### config.mk
export PLATFORM = sky130hd
export DESIGN_NAME = uart_rx_fifo
export DESIGN_NICKNAME = d
export VERILOG_FILES = /design/src/rtl/uart_rx_fifo.sv
export SDC_FILE = /design/constraint.sdc
export NUM_CORES = 1
export LEC_CHECK = 0
export CORE_MARGIN = 3
export CORE_UTILIZATION = 30
export DETAILED_ROUTE_END_ITERATION = 7
export GPL_ROUTABILITY_DRIVEN = 1
export PLACE_DENSITY = 0.56
export SYNTH_ARGS = -nofsm -noshare
export SYNTH_HDL_FRONTEND = slang
export SYNTH_SLANG_ARGS = --single-unit
### constraint.sdc
create_clock -name clk -period 7.1 [get_ports clk]
set_input_delay 1.42 -clock clk [delete_from_list [all_inputs] [get_ports clk]]
set_output_delay 1.42 -clock clk [all_outputs]
set_load 0.02 [all_outputs]
### src/rtl/uart_rx_fifo.sv
// UART receiver: 2-FF synchroniser, 3-sample majority vote per bit, runtime parity/stop config,
// per-frame error flags, frames buffered in a show-ahead FIFO with a sticky overrun flag.
module uart_rx_fifo #(
  parameter int CLK_HZ     = 50_000_000,
  parameter int BIT_RATE   = 9600,
  parameter int DATA_BITS  = 8,
  parameter int FIFO_DEPTH = 4
) (
  input  logic                          clk,
  input  logic                          resetn,
  input  logic                          uart_rxd,
  input  logic                          uart_rx_en,
  input  logic                          cfg_parity_en,
  input  logic                          cfg_parity_odd,
  input  logic                          cfg_two_stop,
  output logic [DATA_BITS-1:0]          rx_data,
  output logic                          rx_perr,
  output logic                          rx_ferr,
  output logic                          rx_break,
  output logic                          rx_valid,
  input  logic                          rx_ready,
  output logic                          rx_overrun,
  input  logic                          overrun_clr,
  output logic [$clog2(FIFO_DEPTH):0]   fifo_level
);
  localparam int CPB = CLK_HZ / BIT_RATE;
  localparam int CW  = $clog2(CPB) + 1;
  localparam int BW  = $clog2(DATA_BITS);
  localparam int PW  = $clog2(FIFO_DEPTH);
  localparam int LW  = PW + 1;
  localparam logic [CW-1:0] SMP_A = CW'(CPB/2 - 1);
  localparam logic [CW-1:0] SMP_B = CW'(CPB/2);
  localparam logic [CW-1:0] SMP_V = CW'(CPB/2 + 1);
  localparam logic [CW-1:0] LAST  = CW'(CPB - 1);

  if (CPB < 8) begin : g_cpb_chk
    $error("uart_rx_fifo: CLK_HZ/BIT_RATE must be >= 8");
  end
  if (DATA_BITS < 5 || DATA_BITS > 9) begin : g_db_chk
    $error("uart_rx_fifo: DATA_BITS must be 5..9");
  end
  if (FIFO_DEPTH < 2 || (FIFO_DEPTH & (FIFO_DEPTH - 1)) != 0) begin : g_fd_chk
    $error("uart_rx_fifo: FIFO_DEPTH must be a power of two >= 2");
  end

  typedef struct packed {
    logic                 brk;
    logic                 ferr;
    logic                 perr;
    logic [DATA_BITS-1:0] data;
  } entry_t;

  typedef enum logic [2:0] {IDLE, START, DATA, PARITY, STOP} state_t;
  state_t state, state_n;

  logic [1:0]           sync;
  logic                 rxs;
  logic [CW-1:0]        cnt;
  logic                 s_a, s_b, vote, at_vote, at_last;
  logic [BW-1:0]        bidx;
  logic                 stop_idx, armed;
  logic                 par_en_q, par_odd_q, two_stop_q;
  logic [DATA_BITS-1:0] shreg;
  logic                 par_bit, ferr_acc, ferr_fin;
  logic                 push;
  entry_t               din;

  assign rxs     = sync[1];
  assign at_vote = cnt == SMP_V;
  assign at_last = cnt == LAST;
  assign vote    = (s_a & s_b) | (s_a & rxs) | (s_b & rxs);

  always_ff @(posedge clk) begin
    if (!resetn) state <= IDLE;
    else         state <= state_n;
  end

  always_comb begin
    state_n  = state;
    push     = 1'b0;
    ferr_fin = ferr_acc | ~vote;
    din.data = shreg;
    din.perr = par_en_q & ((^shreg ^ par_bit) != par_odd_q);
    din.ferr = ferr_fin;
    din.brk  = ferr_fin & (shreg == '0) & ~par_bit;
    if (!uart_rx_en) begin
      state_n = IDLE;
    end else begin
      case (state)
        IDLE:   if (armed && !rxs) state_n = START;
        START:  if (at_vote && vote) state_n = IDLE;
                else if (at_last) state_n = DATA;
        DATA:   if (at_last && bidx == BW'(DATA_BITS - 1)) state_n = par_en_q ? PARITY : STOP;
        PARITY: if (at_last) state_n = STOP;
        STOP:   if (at_vote && stop_idx == two_stop_q) begin
                  push    = 1'b1;
                  state_n = IDLE;
                end
        default: state_n = IDLE;
      endcase
    end
  end

  // IDLE counts as sample 0 of the start bit, so START resumes at 1.
  always_ff @(posedge clk) begin
    if (!resetn) begin
      sync       <= 2'b11;
      cnt        <= '0;
      s_a        <= 1'b1;
      s_b        <= 1'b1;
      bidx       <= '0;
      stop_idx   <= 1'b0;
      armed      <= 1'b0;
      par_en_q   <= 1'b0;
      par_odd_q  <= 1'b0;
      two_stop_q <= 1'b0;
      shreg      <= '0;
      par_bit    <= 1'b0;
      ferr_acc   <= 1'b0;
    end else begin
      if (uart_rx_en) sync <= {sync[0], uart_rxd};
      if (state == IDLE) cnt <= CW'(1);
      else               cnt <= at_last ? '0 : cnt + CW'(1);
      if (cnt == SMP_A) s_a <= rxs;
      if (cnt == SMP_B) s_b <= rxs;
      // A completed frame must see the line high again before re-arming (break handling).
      if (!uart_rx_en || push)      armed <= 1'b0;
      else if (state == IDLE && rxs) armed <= 1'b1;
      if (state == IDLE && state_n == START) begin
        par_en_q   <= cfg_parity_en;
        par_odd_q  <= cfg_parity_odd;
        two_stop_q <= cfg_two_stop;
        bidx       <= '0;
        stop_idx   <= 1'b0;
        par_bit    <= 1'b0;
        ferr_acc   <= 1'b0;
      end
      if (state == DATA) begin
        if (at_vote) shreg <= {vote, shreg[DATA_BITS-1:1]};
        if (at_last) bidx  <= bidx + BW'(1);
      end
      if (state == PARITY && at_vote) par_bit <= vote;
      if (state == STOP) begin
        if (at_vote && !vote) ferr_acc <= 1'b1;
        if (at_last)          stop_idx <= 1'b1;
      end
    end
  end

  entry_t          mem [FIFO_DEPTH];
  entry_t          head;
  logic [PW-1:0]   rd_ptr, wr_ptr;
  logic [LW-1:0]   level;
  logic            full, do_pop, do_push;

  assign full    = level == LW'(FIFO_DEPTH);
  assign do_pop  = rx_valid & rx_ready;
  assign do_push = push & (~full | do_pop);

  always_ff @(posedge clk) begin
    if (resetn && do_push) mem[wr_ptr] <= din;
  end

  // Head is a register so it holds its last value while empty and resets to 0.
  always_ff @(posedge clk) begin
    if (!resetn) begin
      rd_ptr     <= '0;
      wr_ptr     <= '0;
      level      <= '0;
      head       <= '0;
      rx_overrun <= 1'b0;
    end else begin
      if (do_push) wr_ptr <= wr_ptr + PW'(1);
      if (do_pop)  rd_ptr <= rd_ptr + PW'(1);
      level <= level + LW'(do_push) - LW'(do_pop);
      if (do_push && (level == '0 || (do_pop && level == LW'(1)))) head <= din;
      else if (do_pop && level > LW'(1))                          head <= mem[rd_ptr + PW'(1)];
      if (push && full && !do_pop) rx_overrun <= 1'b1;
      else if (overrun_clr)        rx_overrun <= 1'b0;
    end
  end

  assign rx_valid   = level != '0;
  assign fifo_level = level;
  assign rx_data    = head.data;
  assign rx_perr    = head.perr;
  assign rx_ferr    = head.ferr;
  assign rx_break   = head.brk;
endmodule
==> results of run 1 <==
==> sequential cells by signal (all words and copies together) (netlist names) <==
register,flops
rx_data,8
cnt,14
shreg,8
ferr_acc,1
par_odd_q,1
rx_perr,1
rx_break,1
par_bit,1
state,3
mem,44
sync,2
s_b,1
stop_idx,1
armed,1
bidx,3
s_a,1
rx_overrun,1
par_en_q,1
fifo_level,3
two_stop_q,1
wr_ptr,2
rx_ferr,1
rd_ptr,2
==> where the power goes <==
| part | internal, W | leakage (nW) | switching, W |
|---|---|---|---|
| registers | 0.000625 | 0.905 | 0.0000369 |
| clock network | 0.000236 | 0.124 | 0.000210 |
| logic | 0.0000935 | 0.712 | 0.0000839 |
==> kinds of logic (layout without fill, tap and decap cells) <==
family          count (synthesis)  in the layout  synth area share [%]
flops                         102            102                  53.8
fa+ha+maj                      19             19                  5.29
xor+xnor                       21             21                  4.28
simple gates                  155            155                  17.9
mux                            21             21                  7.54
compound gates                 50             50                  6.94
buf+inv                        43             65                  4.28
==> cells in the mapped netlist (all sizes together) (4+ instances only) <==
cell | n | area share (%)
xor2 | 7 | 1.3
a21oi | 23 | 3.0
nand2b | 4 | 0.54
nand4 | 5 | 0.68
nor3 | 7 | 1.2
nor3b | 8 | 1.7
mux2i | 10 | 2.2
or3 | 4 | 0.54
a22oi | 11 | 1.8
o21ai | 9 | 0.98
inv | 23 | 1.9
buf | 14 | 1.9
dfxtp | 58 | 25
xnor2 | 13 | 2.5
nand2 | 46 | 3.7
nor2 | 36 | 2.9
edfxtp | 44 | 29
mux4 | 11 | 5.4
nand3 | 19 | 2.1
and2 | 8 | 1.1
clkbuf | 5 | 0.41
ha | 17 | 4.6
==> cell type report <==
cell class              instances  area (µm²)  area share (%)
multi-input cells             266        1930            36.8
flip-flops and latches        102        2480            47.3
well taps                     184         230            4.39
repair buffers                 25         248            4.72
clock buffers                  10         229            4.36
clock inverters                 6        36.3           0.691
inverters                      24        90.1            1.72
==> placed cells by master, fill, tap and decap left out, types with 5 or more instances in the layout <==
cell type / synthesis / layout
o21ai_0: 6 / 6
inv_1: 23 / 23
clkbuf_16: 0 / 9
a22oi_1: 11 / 11
xor2_1: 7 / 7
nor2_1: 36 / 36
nand2_1: 46 / 46
edfxtp_1: 44 / 44
nand4_1: 5 / 5
nand3_1: 19 / 19
clkdlybuf4s50_1: 0 / 24
and2_1: 7 / 7
mux4_2: 11 / 11
mux2i_1: 10 / 10
a21oi_2: 6 / 6
ha_1: 17 / 17
dfxtp_1: 58 / 58
nor3b_1: 6 / 6
xnor2_1: 13 / 13
a21oi_1: 17 / 17
==> through the flow <==
stage | hold slack, ns | std cells | instance area, µm² | utilization [%]
after floorplan | 0.441 | 411 | 4610 | -
after global placement | 0.443 | 601 | 4980 | 33.7
after detailed placement | 0.447 | 601 | 4980 | 33.7
after CTS | 0.458 | 617 | 5250 | 35.5
after global routing | 0.486 | 617 | 5250 | 35.5
final | 0.453 | 617 | 5250 | 35.5
==> critical path, delay by kind of cell <==
family | cells | cell delay, ns
and+or+nand+nor | 3 | 0.78
buffers and inverters | 2 | 2.07
==> final timing paths <==
check        cells past startpoint       endpoint  startpoint
min                              2     rx_data[4]  rx_data[4]
max reg2reg                     13  fifo_level[2]      cnt[0]
max                              5         cnt[7]      resetn
min reg2reg                      2     rx_data[4]  rx_data[4]
==> layer usage <==
layer	part of all wire, %	GRT usage (%)	vias up
li1	-	-	1482
met1	47	15.1	1396
met2	49	19.3	43
met3	2.6	2.87	6
met4	0.75	2.87	0
met5	0	0	-
==> results by group, run 1 <==
Setup path
  – Crit-path cells: clkdlybuf4s50_1 > clkinv_1 > nor2_1 > nand2_1 > nor2_1
  – Slowest cell on crit path: clkdlybuf4s50_1
  – Worst path max stage delay: 1.05 ns
  – Crit-path max FO: 28
  – Setup slack, reg-to-reg: 4.14 ns
  – Critical Path Start Type: primary input
  – CP required: 7.37 ns
  – Element type at the critical path end: flop
  – Worst EP arrival: 4.28 ns
  – Critical path type: in -> reg
  – Crit path top cell by count: nor2_1

Pwr
  – Pwr/cell area: 245 nW/µm²
  – Tot Pwr: 0.00129 W
  – LEAKAGE: 1.74 nW
  – Worst vdd ir: 0.000119 V

Cells and area
  – Area grow syn2layout: 13.8%
  – Layout fillers: 1420
  – Share of cells above drive strength 1: 9.24%
  – Final net count: 455
  – ANT cells: 0

Yosys
  – EDFF count, synth: 44
  – Yosys warns: 0
  – Synthesized area per cell: 11.2 µm²
  – Post-synth ARST share: 0%
  – Post-Syn Instances: 411
  – Synth cell types: 53
  – Cell area after synthesis: 4610 µm²
  – Share of synthesized area occupied by flip-flops and latches: 53.8%
  – FF+latch count, synth: 102
  – Main synth FF type: dfxtp_1
  – Syn Nets: 438

STA
  – Max_slew headroom: 31.6%
  – Worst clock skew: 0.00971 ns
  – Setup TNS: 0 ns
  – RSZ-0062 raised after global routing: no
  – Crit share post-route: 56.4%
  – Setup-failing EPs final: 0
  – Slew Limit Fails: 0
  – Tmin final: 4.00 ns
  – Max Freq: 250 MHz
  – Pin slew with the least headroom to its limit: 1.03 ns
  – Hold Fails Final Rpt: 0
  – Setup ws final: 3.10 ns

CTS
  – CTS Buf Count: 9
  – Clock transition at path regs: 0.07 ns
  – Post-CTS sizing: 0
  – Root Buffer: clkbuf_16
  – Clk_lat worst skew: 0.34 ns
  – CTS Hold Bufs: 0
  – Clock Sinks: 102
  – # H-tree levels: 3
  – Setup Fix Bufs, Post-CTS: 0
  – CTS tree: built
  – Maximum buffer depth of the clock tree: 2

Die
  – Die Wd: 130 µm
  – IO Count: 25
  – Die area: 16900 µm²
  – # rows: 44
  – Die Y: 130 µm
  – Core area: 14800 µm²
  – Initial Utilization: 31.2%

Min path
  – Hold Crit Class: reg -> reg

Detailed routing
  – Vias per inst: 4.74
  – Drt drc: 0
  – Detailed Route WL: 9060 µm
  – Post-DR wirelength/cell: 14.7 µm
  – Vias: 2927
  – Drt initial violations: 181
  – Initial DRT Pass Iterations: 4
  – Routed Antenna Nets: 0

Run
  – Max cap viols: 0

Global route
  – Gr ovfl total: 0
  – First-pass GRT wire length: 15400 µm
  – Initial antenna violation count: 0
  – Vias in the first global route: 2935
  – Pin count of the biggest net entering global routing: 29
  – GRT Util Overall: 11.5%

Placement
  – Setup WS pre-CTS: 2.64 ns
  – DPL Wire Length: 6210 µm
  – Routability cong.: 0.740
  – Port bufs: 24

Outcome
  – Outcome: finished clean
Note: power is estimated with default switching activity, not from simulation.
==> inputs of run 2 (changes only) <==
--- a/config.mk
+++ b/config.mk
@@ -9,7 +9,7 @@
 export CORE_UTILIZATION = 30
 export DETAILED_ROUTE_END_ITERATION = 7
 export GPL_ROUTABILITY_DRIVEN = 1
-export PLACE_DENSITY = 0.56
+export PLACE_DENSITY = 0.57
 export SYNTH_ARGS = -nofsm -noshare
 export SYNTH_HDL_FRONTEND = slang
 export SYNTH_SLANG_ARGS = --single-unit
==> constraint.sdc (replaced) <==
create_clock -name clk -period 3.61 [get_ports clk]
set_input_delay 0.722 -clock clk [delete_from_list [all_inputs] [get_ports clk]]
set_output_delay 0.722 -clock clk [all_outputs]
set_load 0.02 [all_outputs]
==> results by group, run 2 (synthesis gave the netlist of run 1 again) <==
Outcome
  – Outcome: finished clean

Run
  – Max cap viols: 0

Placement
  – Post-place instance area: 5010 µm²
  – Port bufs: 24
  – Routability cong.: 0.766
  – DPL Wire Length: 6170 µm

Global route
  – Initial antenna violation count: 0
  – First-pass GRT wire length: 15100 µm
  – Pin count of the biggest net entering global routing: 27
  – GRT Util Overall: 11.2%
  – Vias in the first global route: 2995
  – Gr ovfl total: 0

CTS
  – Maximum buffer depth of the clock tree: 2
  – CTS Buf Count: 9
  – Post-CTS sizing: 0
  – # H-tree levels: 3
  – Root Buffer: clkbuf_16
  – Clk_lat worst skew: 0.34 ns
  – Clock transition at path regs: 0.07 ns
  – CTS Hold Bufs: 0
  – Setup Fix Bufs, Post-CTS: 0
  – Clock Sinks: 102
  – CTS tree: built

Die
  – Die area: 16900 µm²
  – Die Wd: 130 µm
  – # rows: 44
  – Initial Utilization: 31.2%
  – IO Count: 25
  – Core area: 14800 µm²
  – Die Y: 130 µm

Pwr
  – Logic gate share of total power: 14.0%
  – Pint: 0.00189 W
  – Clock Power Share: 34.9%
  – Register share of total power: 51.1%
  – Switching power: 0.000655 W
  – Pwr/cell area: 482 nW/µm²
  – Worst vdd ir: 0.000240 V
  – LEAKAGE: 1.76 nW
  – Sw Ratio: 25.7%

Detailed routing
  – DR WL met3: 217 µm
  – Routed wl met2: 4380 µm
  – Vias: 3006
  – Top sig layer: met4
  – Vias per inst: 4.85
  – Routed Antenna Nets: 0
  – Post-DR wirelength/cell: 14.4 µm
  – Detailed Route WL: 8910 µm
  – Drt initial violations: 205
  – DRT met1 WL: 4210 µm
  – Drt drc: 0
  – Initial DRT Pass Iterations: 4

Cells and area
  – Regs by FF count: mem (44), cnt (14)
  – Most common cell after layout, fill and taps aside: dfxtp_1
  – Layout fillers: 1453
  – Most flops, register: mem
  – Final net count: 458
  – ANT cells: 0
  – Share of cells above drive strength 1: 9.86%
  – Largest register FFs: 44
  – Most frequent cells in the layout: 58 x dfxtp_1, 46 x nand2_1, 44 x edfxtp_1
  – Utilization after layout: 35.6%
  – Design Area, Final: 5270 µm²
  – Area grow syn2layout: 14.3%

Setup path
  – Critical Path Start Type: flop
  – CP required: 3.83 ns
  – Element type at the critical path end: flop
  – Crit-path max FO: 10
  – Critical path type: reg -> reg
  – Worst EP arrival: 3.14 ns

STA
  – Max Freq: 343 MHz
  – Worst clock skew: 0.0102 ns
  – Setup TNS: 0 ns
  – RSZ-0062 raised after global routing: no
  – Max_slew headroom: 31.2%
  – Slew Limit Fails: 0
  – Tmin final: 2.92 ns
  – Hold Fails Final Rpt: 0
  – Crit share post-route: 80.8%
  – Setup-failing EPs final: 0
  – Pin slew with the least headroom to its limit: 1.03 ns

Min path
  – Hold Crit Class: reg -> reg
[run 2: cell types whose count changed in the layout (fill, tap and decap cells not counted)]
cell and delta:
buf_4 +3, clkbuf_1 +2, clkinv_1 -2, clkinvlp_4 -1
inv_6 +1
[run 2: cell type report]
type	count	area (µm²)	share of cell area [%]
Tap cell	184	230	4.37
Multi-Input combinational cell	266	1930	36.7
Inverter	24	90.1	1.71
Clock inverter	4	30.0	0.569
Timing Repair Buffer	28	270	5.12
Clock buffer	12	236	4.48
Sequential cell	102	2480	47.1
[run 2: per-layer routing]
metal / GRT usage [%] / vias to the layer above
met2: 19.1 / 40
met1: 14.1 / 1466
met5: 0 / -
li1: - / 1493
met3: 2.82 / 7
met4: 3.30 / 0
[run 2: critical path, stage by stage, from the launching register on]
cell and delay [ns]:
dfxtp_1 0.42, ha_1 0.17, and3_1 0.18, and4_1 0.47
nand3_1 0.26, nor2_1 0.14, nand2_1 0.06, ha_1 0.28
inv_1 0.06, ha_1 0.13, inv_1 0.05, fa_1 0.37
xnor2_1 0.16, nor2_1 0.05
[run 2: worst paths after layout]
path,cells past startpoint,end,startpoint,slack (ns)
worst min-delay path,2,rx_data[6],rx_data[6],0.45
worst max register to register,13,fifo_level[2],cnt[0],0.69
worst max-delay path,13,fifo_level[2],cnt[0],0.69
worst min register to register,2,rx_data[6],rx_data[6],0.45
[run 2: power groups by stage]
| stage | Combinational [W] | Sequential, W | Clock [W] |
|---|---|---|---|
| floorplan | 0.000237 | 0.00132 | 0 |
| global placement | 0.000357 | 0.00133 | 0 |
| detailed placement | 0.000360 | 0.00133 | 0 |
| CTS | 0.000362 | 0.00130 | 0.000917 |
| global route | 0.000390 | 0.00131 | 0.000965 |
| finish | 0.000355 | 0.00130 | 0.000889 |
[run 2: through the flow]
step | setup WS [ns] | hold WS [ns] | std cells | total power (W)
6_report | 0.693 | 0.454 | 620 | 0.00254
5_1_grt | 0.476 | 0.475 | 620 | 0.00267
4_1_cts | 0.661 | 0.461 | 620 | 0.00258
3_5_place_dp | 0.656 | 0.451 | 604 | 0.00169
3_3_place_gp | 0.697 | 0.439 | 604 | 0.00169
2_1_floorplan | 1.13 | 0.441 | 411 | 0.00155
